==> src/rtl/mem_access_unit.sv <==
// mem_access_unit: MIPS memory stage sitting behind execute.
// Runs a req/ack data-bus transaction for loads and stores, aligns and
// extends load data, forwards ALU results, and stalls upstream while a bus
// access is outstanding.
// Optional: define MEM_TIMEOUT_EN to abort bus accesses after TIMEOUT wait cycles.
module mem_access_unit #(
    parameter int TIMEOUT = 16
) (
    input  logic        clk,
    input  logic        reset,
    input  logic        in_valid,
    input  logic        mem_read,
    input  logic        mem_write,
    input  logic [1:0]  mem_size,
    input  logic        mem_unsigned,
    input  logic [31:0] Alu_resultado,
    input  logic [31:0] Dato_2,
    input  logic        reg_write_in,
    input  logic [4:0]  wb_reg_in,
    output logic        bus_req,
    output logic        bus_we,
    output logic [31:0] bus_addr,
    output logic [3:0]  bus_be,
    output logic [31:0] bus_wdata,
    input  logic        bus_ack,
    input  logic [31:0] bus_rdata,
    output logic        stall,
    output logic        valid_out,
    output logic [31:0] result_out,
    output logic        reg_write_out,
    output logic [4:0]  wb_reg_out,
    output logic        misaligned,
    output logic        access_err,
    output logic        bus_err
);

    typedef enum logic [1:0] {IDLE, REQ, DONE} state_t;

    state_t      state, state_next;
    logic        is_mem, illegal_op, unaligned_op, accept, timeout;
    logic [31:0] lat_addr;
    logic [1:0]  lat_size;
    logic        lat_unsigned, lat_load, lat_we, lat_rw;
    logic [4:0]  lat_wb;
    logic [3:0]  lat_be;
    logic [31:0] lat_wdata;

    // Little-endian byte-enable pattern for the access
    function automatic logic [3:0] calc_be(input logic [1:0] size, input logic [1:0] lane);
        case (size)
            2'b00:   calc_be = 4'b0001 << lane;
            2'b01:   calc_be = 4'b0011 << {lane[1], 1'b0};
            default: calc_be = 4'b1111;
        endcase
    endfunction

    // Replicate store data across every lane it may land in
    function automatic logic [31:0] calc_wdata(input logic [1:0] size, input logic [31:0] data);
        case (size)
            2'b00:   calc_wdata = {4{data[7:0]}};
            2'b01:   calc_wdata = {2{data[15:0]}};
            default: calc_wdata = data;
        endcase
    endfunction

    // Pick the addressed byte/half out of the bus word and extend it
    function automatic logic [31:0] load_extend(input logic [1:0] size, input logic uns,
                                                input logic [1:0] lane, input logic [31:0] rdata);
        logic [7:0]  b;
        logic [15:0] h;
        b = rdata[8*lane +: 8];
        h = rdata[16*lane[1] +: 16];
        case (size)
            2'b00:   load_extend = uns ? {24'd0, b} : {{24{b[7]}}, b};
            2'b01:   load_extend = uns ? {16'd0, h} : {{16{h[15]}}, h};
            default: load_extend = rdata;
        endcase
    endfunction

    assign is_mem       = mem_read | mem_write;
    assign illegal_op   = is_mem & ((mem_size == 2'b11) | (mem_read & mem_write));
    assign unaligned_op = is_mem & ~illegal_op &
                          (((mem_size == 2'b01) & Alu_resultado[0]) |
                           ((mem_size == 2'b10) & (|Alu_resultado[1:0])));
    assign accept       = (state == IDLE) & in_valid & is_mem & ~illegal_op & ~unaligned_op;

    assign bus_we    = bus_req & lat_we;
    assign bus_addr  = {lat_addr[31:2], 2'b00};
    assign bus_be    = lat_be;
    assign bus_wdata = lat_wdata;

`ifdef MEM_TIMEOUT_EN
    logic [7:0] wait_cnt;

    assign timeout = (state == REQ) & ~bus_ack & (wait_cnt == 8'(TIMEOUT - 1));

    // Wait-state counter: cleared on entry to REQ, counts un-acked REQ cycles
    always_ff @(posedge clk) begin
        if (reset)                     wait_cnt <= 8'd0;
        else if (accept)               wait_cnt <= 8'd0;
        else if (state == REQ && !bus_ack) wait_cnt <= wait_cnt + 8'd1;
    end

    // Timeout error pulse
    always_ff @(posedge clk) begin
        if (reset) bus_err <= 1'b0;
        else       bus_err <= timeout;
    end
`else
    assign timeout = 1'b0;
    assign bus_err = 1'b0;
`endif

    // State register
    always_ff @(posedge clk) begin
        if (reset) state <= IDLE;
        else       state <= state_next;
    end

    // Next-state and combinational bus/stall control
    always_comb begin
        state_next = state;
        stall      = 1'b0;
        bus_req    = 1'b0;
        case (state)
            IDLE: begin
                if (accept) begin
                    stall      = 1'b1;
                    state_next = REQ;
                end
            end
            REQ: begin
                bus_req = 1'b1;
                stall   = 1'b1;
                if (bus_ack)      state_next = DONE;
                else if (timeout) state_next = IDLE;
            end
            DONE:    state_next = IDLE;
            default: state_next = IDLE;
        endcase
    end

    // Latch the accepted memory instruction; held stable through REQ
    always_ff @(posedge clk) begin
        if (reset) begin
            lat_addr <= 32'd0; lat_size <= 2'd0; lat_unsigned <= 1'b0; lat_load <= 1'b0;
            lat_we <= 1'b0; lat_rw <= 1'b0; lat_wb <= 5'd0; lat_be <= 4'd0; lat_wdata <= 32'd0;
        end else if (accept) begin
            lat_addr     <= Alu_resultado;
            lat_size     <= mem_size;
            lat_unsigned <= mem_unsigned;
            lat_load     <= mem_read;
            lat_we       <= mem_write;
            lat_rw       <= reg_write_in;
            lat_wb       <= wb_reg_in;
            lat_be       <= calc_be(mem_size, Alu_resultado[1:0]);
            lat_wdata    <= calc_wdata(mem_size, Dato_2);
        end
    end

    // Write-back outputs and one-cycle error pulses
    always_ff @(posedge clk) begin
        if (reset) begin
            valid_out <= 1'b0; result_out <= 32'd0; reg_write_out <= 1'b0;
            wb_reg_out <= 5'd0; misaligned <= 1'b0; access_err <= 1'b0;
        end else begin
            misaligned <= 1'b0;
            access_err <= 1'b0;
            case (state)
                IDLE: begin
                    valid_out     <= in_valid & ~accept;
                    reg_write_out <= 1'b0;
                    if (in_valid && !accept) begin
                        result_out <= Alu_resultado;
                        wb_reg_out <= wb_reg_in;
                        if (illegal_op)        access_err    <= 1'b1;
                        else if (unaligned_op) misaligned    <= 1'b1;
                        else                   reg_write_out <= reg_write_in;
                    end
                end
                REQ: begin
                    valid_out     <= 1'b0;
                    reg_write_out <= 1'b0;
                    if (bus_ack) begin
                        valid_out     <= 1'b1;
                        result_out    <= lat_load ? load_extend(lat_size, lat_unsigned, lat_addr[1:0], bus_rdata)
                                                  : lat_addr;
                        reg_write_out <= lat_load & lat_rw;
                        wb_reg_out    <= lat_wb;
                    end else if (timeout) begin
                        valid_out  <= 1'b1;
                        result_out <= 32'd0;
                    end
                end
                default: begin
                    valid_out     <= 1'b0;
                    reg_write_out <= 1'b0;
                end
            endcase
        end
    end

endmodule

==> config.mk <==
export PLATFORM = sky130hd
export DESIGN_NAME = mem_access_unit
export DESIGN_NICKNAME = d
export VERILOG_FILES = /design/src/rtl/mem_access_unit.sv
export SDC_FILE = /design/constraint.sdc
export NUM_CORES = 1
export LEC_CHECK = 0
export CAP_MARGIN = 20
export CORE_MARGIN = 1.5
export CORE_UTILIZATION = 49
export DETAILED_ROUTE_END_ITERATION = 6
export GPL_TIMING_DRIVEN = 0
export PLACE_DENSITY = 0.86
export SLEW_MARGIN = 15
export SYNTH_ARGS = -nofsm -noshare
export SYNTH_HDL_FRONTEND = slang
export SYNTH_SLANG_ARGS = --single-unit
export TNS_END_PERCENT = 30
==> constraint.sdc <==
create_clock -name clk -period 3.9 [get_ports clk]
set_input_delay 0.585 -clock clk [delete_from_list [all_inputs] [get_ports clk]]
set_output_delay 0.585 -clock clk [all_outputs]
set_load 0.01 [all_outputs]
==> results of run 1 <==
sequential cells by signal, summed over array words and instances, names as in the netlist, 2 cells and up:
register and count:
lat_wb 5, bus_be 4, wb_reg_out 5, state 2, lat_size 2, result_out 32, bus_wdata 32, lat_addr 32
how the worst min path moves through the flow:
| stage | from | end | slack, ns | depth (start not counted) |
|---|---|---|---|---|
| floorplan | lat_wb[0] | lat_wb[0] | 0.44 | 2 |
| finish | lat_wb[0] | lat_wb[0] | 0.46 | 2 |
| global placement | result_out[0] | result_out[0] | 0.44 | 2 |
| CTS | result_out[0] | result_out[0] | 0.46 | 2 |
| detailed placement | result_out[0] | result_out[0] | 0.45 | 2 |
| global route | result_out[0] | result_out[0] | 0.47 | 2 |
power breakdown:
| part | internal [µW] | leakage [µW] | switching, µW |
|---|---|---|---|
| clock network | 1070 | 0.000297 | 554 |
| registers | 1320 | 0.000997 | 46.5 |
| logic | 358 | 0.00217 | 363 |
| total | 2750 | 0.00346 | 963 |
final cells by class:
cell class / instances / area [µm²] / share of cell area
buffer: 103 / 566.8 / 0.06113
clock buffer: 25 / 495.5 / 0.05343
clock inverter: 7 / 112.6 / 0.01214
inverter: 5 / 18.77 / 0.002024
multi-input combinational: 579 / 3249 / 0.3504
sequential: 122 / 2442 / 0.2634
tap: 172 / 215.2 / 0.02321
timing repair buffer: 217 / 2172 / 0.2342
cells in the mapped netlist, types with 13 or more instances:
cell type	count	area (µm²)
mux2i_1	19	190.2
a311oi_1	16	140.1
o31a_1	16	140.1
a21oi_1	107	535.5
buf_2	21	105.1
dfxtp_1	122	2442
nor2_1	61	229.0
buf_4	35	262.8
mux2_2	13	146.4
nor3_1	26	130.1
clkbuf_1	40	150.1
o21ai_0	51	255.2
nand3b_1	15	112.6
nand2_1	164	615.6
a211oi_1	18	135.1
metal layers:
metal | global-route usage | vias to the layer above | part of all wire
li1 | - | 3293 | -
met1 | 0.4411 | 3285 | 0.40
met2 | 0.5596 | 477 | 0.45
met3 | 0.08251 | 79 | 0.11
met4 | 0.1789 | 0 | 0.043
met5 | 0 | - | 0
worst reg2reg max path, delay by kind of cell (launching register included):
kind	cells	cell delay [ns]
multiplexers	1	0.36
AND/OR/NAND/NOR	2	0.42
flip-flops	1	0.37
buffers and inverters	1	0.22
AO/OA/AOI/OAI	2	0.90
stage by stage:
stage | hold slack [ns] | util | setup WS [ns] | std cells | area (µm²)
5_1_grt | 0.4722 | 0.7378 | 0.1856 | 1230 | 9273
3_3_place_gp | 0.4421 | 0.6894 | 0.3282 | 1198 | 8665
3_5_place_dp | 0.4472 | 0.6894 | 0.3073 | 1198 | 8665
6_report | 0.4563 | 0.7378 | 0.2592 | 1230 | 9273
2_1_floorplan | 0.4366 | - | 1.792 | 809 | 6277
4_1_cts | 0.4553 | 0.7378 | 0.3023 | 1230 | 9273
cell families (layout without fill, tap and decap cells):
logic type,after synthesis,after routing,synth area share
AO/OA/AOI/OAI,250,250,0.2576
XOR/XNOR,1,1,0.001397
buffers and inverters,108,357,0.09339
flip-flops,122,122,0.3895
multiplexers,32,32,0.05368
other,1,3,0.0005981
AND/OR/NAND/NOR,293,293,0.2038
==> impl_metrics.tcl, run 1 <==
set metrics [dict create \
    status "completed" \
    htree_levels 4 \
    n_antenna_cell 0 \
    cts_buffers 17 \
    final_common_cell "clkdlybuf4s50_1" \
    routedWlPerCell_um 19.05 \
    post_cts_buffers 0 \
    r2r_slack_ns 1.48 \
    cp-endpoint "stall" \
    ctsResizeCount 0 \
    finalSetupTns_ns 0 \
    synth-main-ff-cell "dfxtp_1" \
    drc_errors 0 \
    startpoint "Alu_resultado[0]" \
    path_clk_slew_ns 0.05 \
    ios 224 \
    period_share 0.9335 \
    fin_crit_ns 3.641 \
    critical_path_arrival_ns 3.06 \
    critPathKind "primary input to primary output" \
    p_leak_uw 0.003463 \
    initial_core_util 0.4989 \
    drt_iter0_drc 688 \
    port_buffers 217 \
    vias 7134 \
    synth-seq-area-share 0.3895 \
    vias_per_cell 5.800 \
    grt_pass1_wl_mm 35.76 \
    track_usage 0.3493 \
    end_kind "primary output" \
    grt_pass1_vias 6610 \
    synthToLayoutAreaGrowth_pct 47.89 \
    worst_r2r_path_depth 6 \
    r2r-end "result_out[12]" \
    nets 1156 \
    clock-sinks 122 \
    synth_warnings 0 \
    critical_path_cell_count 7 \
    die_x_um 116.1 \
    grt_remaining_overflow 0 \
    cts_root_buf "clkbuf_16" \
    die_y_um 116.1 \
    grt_setup_unrepaired "no" \
    path_buf_inv 3 \
    cap_violations 0 \
    syn_area_um2 6270 \
    rows 41 \
    syn_inst 807 \
    gp_congestion 0.9359 \
    synth_async_sr_flop_share 0 \
    path_cells "clkdlybuf4s50_1 > o21ai_1 > and3_1 > nand2_1 > clkbuf_1 > nand2_1 > clkdlybuf4s50_1" \
    slowest_stage "clkdlybuf4s50_1" \
    mostFrequentLayoutCells "217 x clkdlybuf4s50_1, 164 x nand2_1, 122 x dfxtp_1" \
    final-hold-violation-count 0 \
    critical_path_required_ns 3.31 \
    clock_latency_ns 0.43 \
    ant_nets 0 \
    core-area_um2 12570 \
    cp_max_fo 10 \
    cts_tree "built" \
    dp_hpwl_mm 17.44 \
    total_power_uw 3714 \
    maxSlewViolCount 0 \
    worst_pin_slew_ns 0.9414 \
    antenna_found_initial 0 \
    max_stage_delay_ns 0.71 \
    synth_edf_count 0 \
    ys_ff_latch 122 \
    peakVddDrop_mv 0.3416 \
    routed_wl_mm 23.44 \
    grt_max_degree 17 \
    cts_buffer_depth 2 \
    drive_gt1_frac 0.1068 \
    ys_types 46 \
    syn_area_per_cell_um2 7.769 \
    setup_viol 0 \
    die_area_um2 13480 \
    nFillCells 951 \
    p_per_area_nw_per_um2 400.6 \
    clock_skew_ns 0.006146 \
    crit_family "buffers and inverters" \
    relSlewSlack 0.3681 \
    cts_hold_buf 0 \
    cp-start-kind "primary input" \
    reg2reg_from "lat_addr[1]" \
    clock.fmax_mhz 274.7 \
    first_pass_iters 7 \
    hold_class "flop to flop" \
]
Note: power is estimated with default switching activity, not from simulation.
==> run 2, diff against run 1 <==
--- a/config.mk
+++ b/config.mk
@@ -8,6 +8,7 @@
 export CAP_MARGIN = 20
 export CORE_MARGIN = 1.5
 export CORE_UTILIZATION = 49
+export CTS_CLUSTER_DIAMETER = 60
 export DETAILED_ROUTE_END_ITERATION = 6
 export GPL_TIMING_DRIVEN = 0
 export PLACE_DENSITY = 0.86
==> results of run 2 <==
Same layout as run 1: the final DEF is identical, and so are final timing and power.
==> run 3, diff against run 2 <==
--- a/config.mk
+++ b/config.mk
@@ -6,12 +6,15 @@
 export NUM_CORES = 1
 export LEC_CHECK = 0
 export CAP_MARGIN = 20
+export CELL_PAD_IN_SITES_DETAIL_PLACEMENT = 1
+export CELL_PAD_IN_SITES_GLOBAL_PLACEMENT = 2
 export CORE_MARGIN = 1.5
-export CORE_UTILIZATION = 49
+export CORE_UTILIZATION = 27
 export CTS_CLUSTER_DIAMETER = 60
 export DETAILED_ROUTE_END_ITERATION = 6
 export GPL_TIMING_DRIVEN = 0
-export PLACE_DENSITY = 0.86
+export PLACE_DENSITY_LB_ADDON = 0.1
+export SETUP_SLACK_MARGIN = 0.5
 export SLEW_MARGIN = 15
 export SYNTH_ARGS = -nofsm -noshare
 export SYNTH_HDL_FRONTEND = slang
==> impl_metrics.tcl, run 3 (synthesis gave the netlist of run 1 again) <==
set metrics [dict create \
    final_common_cell "clkdlybuf4s50_1" \
    htree_levels 4 \
    die_area_um2 24140 \
    hold_class "flop to flop" \
    vias_per_cell 4.969 \
    nFillCells 2748 \
    antenna_found_initial 0 \
    critical_path_arrival_ns 2.83 \
    synthToLayoutAreaGrowth_pct 50.23 \
    sw_frac_of_total 0.2805 \
    r2r_slack_ns 1.43 \
    rows 55 \
    n_antenna_cell 0 \
    period_share 0.8759 \
    nets 1156 \
    die_y_um 155.4 \
    maxSlewViolCount 0 \
    seq_power_share 0.367 \
    finalSetupTns_ns 0 \
    max_stage_delay_ns 0.59 \
    path_clk_slew_ns 0.06 \
    path_buf_inv 3 \
    critical_path_required_ns 3.31 \
    gp_congestion 0.8143 \
    grt_pass1_vias 6889 \
    status "completed" \
    cap_violations 0 \
    finalInstanceArea_um2 9419 \
    die_x_um 155.4 \
    cts_buffer_depth 2 \
    worst_r2r_path_depth 8 \
    startpoint "mem_read" \
    cts_root_buf "clkbuf_16" \
    routedWlPerCell_um 20.74 \
    drt_iter0_drc 339 \
    cp-endpoint "stall" \
    p_leak_uw 0.003463 \
    cts_hold_buf 0 \
    ant_nets 0 \
    p_per_area_nw_per_um2 397.3 \
    path_cells "clkdlybuf4s50_1 > xor2_1 > and3_1 > nand2_1 > clkbuf_4 > nand2_1 > clkdlybuf4s50_1" \
    cts_tree "built" \
    clock_latency_ns 0.42 \
    comb_power_share 0.196 \
    fin_crit_ns 3.416 \
    peakVddDrop_mv 0.2507 \
    slowest_stage "clkdlybuf4s50_1" \
    mostFrequentLayoutCells "216 x clkdlybuf4s50_1, 164 x nand2_1, 122 x dfxtp_1" \
    worst_pin_slew_ns 1.029 \
    crit_family "buffers and inverters" \
    critical_path_cell_count 7 \
    cp-start-kind "primary input" \
    clock_skew_ns 0.01045 \
    grt_pass1_wl_mm 41.92 \
    drc_errors 0 \
    clock_power_share 0.438 \
    routed_wl_mm 27.86 \
    clock.fmax_mhz 292.8 \
    ios 224 \
    core-area_um2 22710 \
    reg2reg_from "state[1]" \
    vias 6674 \
    port_buffers 217 \
    cts_buffers 17 \
    first_pass_iters 5 \
    dp_hpwl_mm 21.21 \
    grt_remaining_overflow 0 \
    relSlewSlack 0.3092 \
    initial_core_util 0.2761 \
    cp_max_fo 10 \
    clock-sinks 122 \
    drive_gt1_frac 0.1134 \
    placed_cell_area_um2 8806 \
    track_usage 0.2311 \
    grt_setup_unrepaired "yes" \
    end_kind "primary output" \
    setup_viol 0 \
    critPathKind "primary input to primary output" \
    netSwitchingPower_uw 1050 \
    p_int_uw 2692 \
    final-hold-violation-count 0 \
    grt_max_degree 17 \
    r2r-end "result_out[7]" \
]
## run 3: tightest hold or removal path, stage by stage, from the launching register on
cell and delay (ns):
dfxtp_1 0.31, nand2_1 0.05, a21oi_1 0.05
## run 3: worst min-delay path by stage
| stage | start | end | slack (ns) | cells past startpoint |
|---|---|---|---|---|
| 3_3_place_gp | bus_wdata[2] | bus_wdata[2] | 0.44 | 2 |
| 4_1_cts | result_out[15] | result_out[15] | 0.46 | 2 |
| 2_1_floorplan | lat_wb[0] | lat_wb[0] | 0.44 | 2 |
| 6_report | result_out[15] | result_out[15] | 0.46 | 2 |
| 3_5_place_dp | result_out[15] | result_out[15] | 0.45 | 2 |
| 5_1_grt | lat_wb[1] | lat_wb[1] | 0.47 | 2 |
## run 3: timing repair
item | 4_1_cts | 5_1_grt
setup endpoints to repair | 3 | 3
setup buffers | 0 | 0
gates resized for setup | 6 | 2
## run 3: power by group through the flow
stage          Combinational (µW)  Clock, µW  Sequential, µW
3_3_place_gp                  730          0            1400
4_1_cts                       736       1670            1370
2_1_floorplan                 304          0            1420
5_1_grt                       791       1720            1380
6_report                      733       1640            1370
3_5_place_dp                  731          0            1400
## run 3: cell type report
cell class,instances,area (µm²),share of cell area
tap,285,356.6,0.03786
sequential,122,2442,0.2593
inverter,5,18.77,0.001993
clock inverter,13,170.2,0.01807
buffer,103,574.3,0.06097
multi-input combinational,579,3253,0.3454
clock buffer,19,432.9,0.04596
timing repair buffer,217,2171,0.2305
## run 3: per-layer routing
| metal | track usage | routed length [µm] | vias up |
|---|---|---|---|
| met1 | 0.3111 | 13160 | 3174 |
| met3 | 0.04903 | 1523 | 20 |
| li1 | - | - | 3295 |
| met4 | 0.06122 | 320 | 0 |
| met2 | 0.3741 | 12850 | 185 |
| met5 | 0 | 0 | - |
## run 3: per-stage QoR
step	hold WS [ns]	utilization	total power [µW]	setup slack (ns)	std cells
floorplan	0.4366	-	1720	1.792	809
global placement	0.4440	0.3878	2127	0.1823	1311
detailed placement	0.4484	0.3878	2129	0.1749	1311
CTS	0.4564	0.4147	3778	0.4838	1343
global route	0.4686	0.4148	3897	0.4019	1343
finish	0.4552	0.4148	3742	0.4841	1343
